**src/rtl/reg_pipe.sv**
```systemverilog
// ---------------------------------------------------------------------------
// reg_pipe -- elastic register pipeline with valid/ready handshake
//
// A chain of DEPTH register stages between an upstream valid/ready port and a
// downstream valid/ready port. Every stage holds one valid bit and one
// WIDTH-bit data word. When the output stalls, the stages compact, so bubbles
// move toward the output and fill. The input side stops accepting data only
// when all DEPTH stages are full. With no stall, a word reaches the output
// DEPTH cycles after it is accepted, and the pipeline moves one word per cycle.
//
// Parameters
//   WIDTH    data width in bits (>= 1)
//   DEPTH    number of register stages (>= 1)
//   RST_VAL  value loaded into every data register on reset or clear
//
// Ports
//   clk         in   sole clock, rising edge
//   reset_n     in   asynchronous active-low reset (deassertion sampled on clk)
//   sync_clr_i  in   synchronous clear; present only with REG_PIPE_SYNC_CLR_EN
//   valid_i     in   upstream word valid
//   ready_o     out  this block accepts a word this cycle
//   data_i      in   upstream word
//   valid_o     out  last stage holds a valid word
//   ready_i     in   downstream accepts a word this cycle
//   data_o      out  last-stage word, driven straight from a register
//   count_o     out  number of stages holding valid data (0..DEPTH)
//
// Configuration macro
//   REG_PIPE_SYNC_CLR_EN  when defined, adds sync_clr_i. A high sync_clr_i
//                         empties every stage and reloads RST_VAL. The clear
//                         takes priority over any transfer in the same cycle.
//                         When the macro is undefined, neither the port nor
//                         the clear logic exists.
// ---------------------------------------------------------------------------
module reg_pipe #(
  parameter int               WIDTH   = 8,
  parameter int               DEPTH   = 3,
  parameter logic [WIDTH-1:0] RST_VAL = '0,
  localparam int              CNT_W   = $clog2(DEPTH + 1)
) (
  input  logic             clk,
  input  logic             reset_n,
`ifdef REG_PIPE_SYNC_CLR_EN
  input  logic             sync_clr_i,
`endif
  input  logic             valid_i,
  output logic             ready_o,
  input  logic [WIDTH-1:0] data_i,
  output logic             valid_o,
  input  logic             ready_i,
  output logic [WIDTH-1:0] data_o,
  output logic [CNT_W-1:0] count_o
);

  // Stage state: index 0 is the input side, DEPTH-1 drives the outputs.
  logic [DEPTH-1:0]            valid_q;
  logic [DEPTH-1:0]            valid_d;
  logic [DEPTH-1:0][WIDTH-1:0] data_q;
  logic [DEPTH-1:0][WIDTH-1:0] data_d;

  // load[k]: stage k may take a new value at the next edge.
  logic [DEPTH-1:0]            load;
  logic [CNT_W-1:0]            count_d;

  // -------------------------------------------------------------------------
  // Load conditions
  // A stage can load if it is empty or if its current word moves on this cycle.
  // The last stage moves on when ready_i is high. Stage k moves on when stage
  // k+1 can load. So stage k can load if ready_i is high or any stage from k
  // to the output is empty. A running OR from the output side computes this
  // in one pass. A bubble anywhere downstream lets every stage above it
  // advance, which collapses the bubbles during a stall.
  // -------------------------------------------------------------------------
  always_comb begin
    logic chain;
    load  = '0;
    chain = ready_i;
    for (int k = DEPTH - 1; k >= 0; k--) begin
      chain   = chain || !valid_q[k];
      load[k] = chain;
    end
  end

  assign ready_o = load[0];

  // -------------------------------------------------------------------------
  // Next-state
  // A loading stage takes the valid bit of the stage before it, or valid_i at
  // stage 0. Its data register is written only when that incoming bit is set.
  // A stage that empties keeps its old data, so the data registers do not
  // toggle on bubbles.
  // -------------------------------------------------------------------------
  always_comb begin
    valid_d = valid_q;
    data_d  = data_q;

    if (load[0]) begin
      valid_d[0] = valid_i;
      if (valid_i) begin
        data_d[0] = data_i;
      end
    end

    for (int k = 1; k < DEPTH; k++) begin
      if (load[k]) begin
        valid_d[k] = valid_q[k-1];
        if (valid_q[k-1]) begin
          data_d[k] = data_q[k-1];
        end
      end
    end

`ifdef REG_PIPE_SYNC_CLR_EN
    // The clear overrides every transfer. A word offered in the same cycle is
    // dropped, although ready_o still reports the normal load condition.
    if (sync_clr_i) begin
      valid_d = '0;
      data_d  = {DEPTH{RST_VAL}};
    end
`endif
  end

  // -------------------------------------------------------------------------
  // State registers
  // -------------------------------------------------------------------------
  always_ff @(posedge clk or negedge reset_n) begin
    if (!reset_n) begin
      valid_q <= '0;
      data_q  <= {DEPTH{RST_VAL}};
    end else begin
      valid_q <= valid_d;
      data_q  <= data_d;
    end
  end

  // -------------------------------------------------------------------------
  // Occupancy: popcount of the registered valid bits. It goes to zero as soon
  // as reset_n falls, because valid_q clears at that moment.
  // -------------------------------------------------------------------------
  always_comb begin
    count_d = '0;
    for (int k = 0; k < DEPTH; k++) begin
      count_d = count_d + CNT_W'(valid_q[k]);
    end
  end

  assign count_o = count_d;

  // -------------------------------------------------------------------------
  // Outputs come straight from the last stage, so nothing from data_i reaches
  // data_o without passing through a register.
  // -------------------------------------------------------------------------
  assign valid_o = valid_q[DEPTH-1];
  assign data_o  = data_q[DEPTH-1];

endmodule

```
**config.mk**
```make
export PLATFORM = sky130hd
export DESIGN_NAME = reg_pipe
export DESIGN_NICKNAME = d
export VERILOG_FILES = /design/src/rtl/reg_pipe.sv
export SDC_FILE = /design/constraint.sdc
export NUM_CORES = 1
export LEC_CHECK = 0
export CAP_MARGIN = 40
export CORE_ASPECT_RATIO = 1.75
export CORE_MARGIN = 3
export CORE_UTILIZATION = 39
export DETAILED_ROUTE_END_ITERATION = 7
export HOLD_SLACK_MARGIN = 0.05
export PLACE_DENSITY = 0.74
export SETUP_SLACK_MARGIN = 0.02
export SYNTH_ARGS = -nofsm -noshare
export SYNTH_HDL_FRONTEND = slang
export SYNTH_SLANG_ARGS = --single-unit
```
**constraint.sdc**
```tcl
create_clock -name clk -period 3 [get_ports clk]
set_clock_uncertainty 0.2 [all_clocks]
set_input_delay 0.6 -clock clk [delete_from_list [all_inputs] [get_ports clk]]
set_output_delay 0.6 -clock clk [all_outputs]
set_load 0.02 [all_outputs]
```
* Yosys cells after proc, flatten, opt, wreduce, memory -nomap -nowiden
Index checks and enable logic that the tools add are counted.
Word-level totals: register bits 27, input port bits 12, output and inout bits 12, logic and storage cells 17
Operators by class: $add $sub $neg 2, reduce and logical (&&, ||, !) cells 9
Operators by type and width (number):
- $reduce_and A2 Y1 | 3
- $logic_not A1 Y1 | 3
- $logic_or A1 B1 Y1 | 3
- $add A1 B1 Y2 | 1
- $add A2 B1 Y2 | 1

* Depth between registers and ports, before layout
depth after elaboration 5, gate-level depth with buffers 3

* Worst setup path before layout
OpenSTA, ideal clock, no wires.
path kind register -> output, from register valid_q[2], to output count_o[0], arrival time 1166 ps, setup slack 1034 ps, stages on the path, launching flop included 2, buffers on the path 0, cells stage by stage dfrtp_1 -> fa_1
Between the ends: cells in the longest elaborated chain, start to end 1
RTL lines:
- from (decl) | line 56 | logic [DEPTH-1:0] valid_q;
- from (signal assigned) | line 131 | valid_q <= valid_d;
- $add A2 B1 Y2 | line 143 | count_d = count_d + CNT_W'(valid_q[k]);
- to (decl) | line 52 | output logic [CNT_W-1:0] count_o
No other way between the ends.

* Worst setup path after layout
from input ready_i, to output ready_o
Between the ends: cells in the longest elaborated chain, start to end 3
RTL lines:
- from (decl) | line 50 | input logic ready_i,
- $logic_or A1 B1 Y1 (3 in series) | line 79 | chain = chain || !valid_q[k];
- to (decl) | line 47 | output logic ready_o,
No other way between the ends.

==> results.md <==
* Status: finished clean
* Crit path max fanout at 3
* HPWL after DPL at 1.22 mm
* CTS Root Cell: clkbuf_8
* Worst slew pin tran at 0.328 ns
* Maximum vdd drop at 0.000347 V
* Max frequency at 373 MHz
* Worst Hold Class: reg2reg
* Reg clk slew, reported paths at 0.08 ns
* Post-DRT Antenna Nets at 0
* Initial antenna violation count at 0
* H-tree depth at 1
* RSZ-0062 raised after global routing: false
* First-pass GRT wire length at 2.72 mm
* Overall power at 1010 uW
* Max-Cap Viols at 0
* Worst Path Class, Setup: in2out
* CP cell instances: clkdlybuf4s50_1, nand4b_2, clkdlybuf4s50_1
* Synthesized area at 0.00110 sq mm
* Layout cells sized above 1 at 37.1%
* Worst setup endpoint: ready_o
* Area growth syn-to-layout at 23.4%
* Clk sinks at 27
* Setup TNS at 0 ns
* Crit path launch: ready_i
* Clock network fraction of design power at 19.3%
* Synth Register Bits at 27
* Distinct cell type count after synthesis at 9
* Yosys warning count at 0
* Fin. max-slew vios at 0
* R2r setup slk at 1.51 ns
* Share of the synthesized area in the top cell type at 61.6%
* CTS Buf Count at 3
* Switch Pwr at 284 uW
* CP endpoint kind: output port
* Worst reg2reg path depth at 3
* IO Pins at 24
* Most used cell, CP: clkdlybuf4s50_1
* WP data required at 2.20 ns
* Crit-path max cell delay at 0.62 ns
* Crit path DAT at 1.88 ns
* PortBufs at 23
* Gr usage total at 10.9%
* Post-Layout Cell Count at 115
* Clk_lat worst skew at 0.26 ns
* Nets at 103
* Switching share of power at 28.1%
* Starting DRC count in detailed routing at 4
* RePlAce Congestion at 0.704
* Final Critical Period at 2.68 ns
* Grt total ovfl at 0
* DR vias/cell at 4.99
* Ant diodes at 0
* DRC errors left at 0
* Worst slew margin at 78.1%
* Top post-synthesis cells by area: dfrtp_1 62%, mux2_2 25%, buf_4 5.5%
* Seq pwr share at 49.8%
* Post_cts resized at 0
* Die width at 46.1 um
* Vias in the first global route at 591
* Final wirelength at 1.67 mm
* Filler instances at 214
* Initial Utilization at 42.5%
* Hold-fix buffers, CTS at 0
* Leading area contributor after synthesis: dfrtp_1
* Reg2reg start: valid_q[2]$_DFFE_PN0P_
* Die Ht at 76.2 um
* Tcrit/Tclk final at 89.4%
* Avg Cell Area, Syn at 15.9 sq um
* TritonCTS clock tree: done
* Setup violations, final at 0
* Longest Clk Path Bufs at 2
* Largest net degree at the start of global routing at 28
* Synth Net Count at 82
* LEAKAGE at 0.000566 uW
* Via count at 574
* Post-CTS Setup Bufs at 0
* FP Rows at 24
* First-pass DRT Iterations at 3
* Hold Vio Cnt, Final at 0
* DP Cell Count at 111
* Die area at 0.00351 sq mm
* Post-synthesis cell count at 69
* Combinational power share at 30.9%
* Startpoint type of the worst setup path: input pin
* Worst R2R End: data_q[15]$_DFFE_PN0P_
* Internal power at 728 uW
* Cell area power density at 748 mW/mm^2
* Seq/Total Area, Yosys at 61.6%
* Critical path's slowest cell: clkdlybuf4s50_1
* Core ar. at 0.00258 sq mm
* WL/cell at 14.5 um
per-layer routing:
| metal | vias to the layer above | routed length, um | GRT usage [%] |
|---|---|---|---|
| li1 | 268 | - | - |
| met1 | 290 | 662 | 12.4 |
| met2 | 14 | 889 | 17.7 |
| met3 | 2 | 94 | 2.36 |
| met4 | 0 | 21 | 5.98 |
| met5 | - | 0 | 0 |
power by group through the flow:
stage	registers (uW)	clock network, uW	logic [uW]
floorplan	499	0	243
global placement	508	0	312
detailed placement	513	0	320
CTS	505	205	321
global route	516	216	335
finish	504	195	313
Yosys cell counts:
library cell and count:
dfrtp_1 27, nand2_4 1, mux2_2 24, nand2b_1 4, nand3b_1 1, nand2_2 2
fa_1 1, buf_4 8, nand4b_2 1
cell type report:
type	count	area [sq um]	area share, %
sequential	27	676	49.9
multi-input combinational	34	362	26.7
timing repair buffer	24	238	17.6
clock buffer	3	41.3	3.05
tap	26	32.5	2.40
clock inverter	1	5.00	0.370
through the flow:
| step | worst slack [ns] | util [%] | hold slack, ns | cell area (sq um) |
|---|---|---|---|---|
| 4_1_cts | 0.312 | 52.4 | 0.311 | 1350 |
| 5_1_grt | 0.272 | 52.4 | 0.319 | 1350 |
| 3_5_place_dp | 0.318 | 50.6 | 0.290 | 1310 |
| 6_report | 0.318 | 52.4 | 0.307 | 1350 |
| 3_3_place_gp | 0.338 | 50.6 | 0.281 | 1310 |
| 2_1_floorplan | 1.03 | - | 0.104 | 1100 |
state kept, by name, summed over array words and instances, names as in the netlist:
name	flops
valid_q	3
data_q	16
data_o	8
placed cells by master, fill, tap and decap left out, types with 2 or more instances in the layout:
cell	synthesis	routed
mux2_2	24	24
dfrtp_1	27	27
nand2_2	2	2
clkdlybuf4s50_1	0	23
clkbuf_8	0	3
nand2b_1	4	4
worst min path at each step:
stage	startpoint	depth (start not counted)	endpoint
6_report	data_q[9]$_DFFE_PN0P_	1	data_o[1]$_DFFE_PN0P_
5_1_grt	data_q[0]$_DFFE_PN0P_	1	data_q[8]$_DFFE_PN0P_
4_1_cts	data_q[3]$_DFFE_PN0P_	1	data_q[3]$_DFFE_PN0P_
3_5_place_dp	data_q[3]$_DFFE_PN0P_	1	data_q[3]$_DFFE_PN0P_
3_3_place_gp	data_q[15]$_DFFE_PN0P_	1	data_o[7]$_DFFE_PN0P_
2_1_floorplan	reset_n	0	data_o[0]$_DFFE_PN0P_
worst max-delay path: cells and delay by family:
family	cells	cell delay [ns]
AND/OR/NAND/NOR	1	0.17
buffers and inverters	2	1.11
cells by family after synthesis:
logic type | Yosys count | share of synthesized area (%)
fa+ha+maj | 1 | 1.82
mux | 24 | 24.6
flops | 27 | 61.6
simple gates | 9 | 6.50
buf+inv | 8 | 5.47
Power figures use the tool's default switching activity.
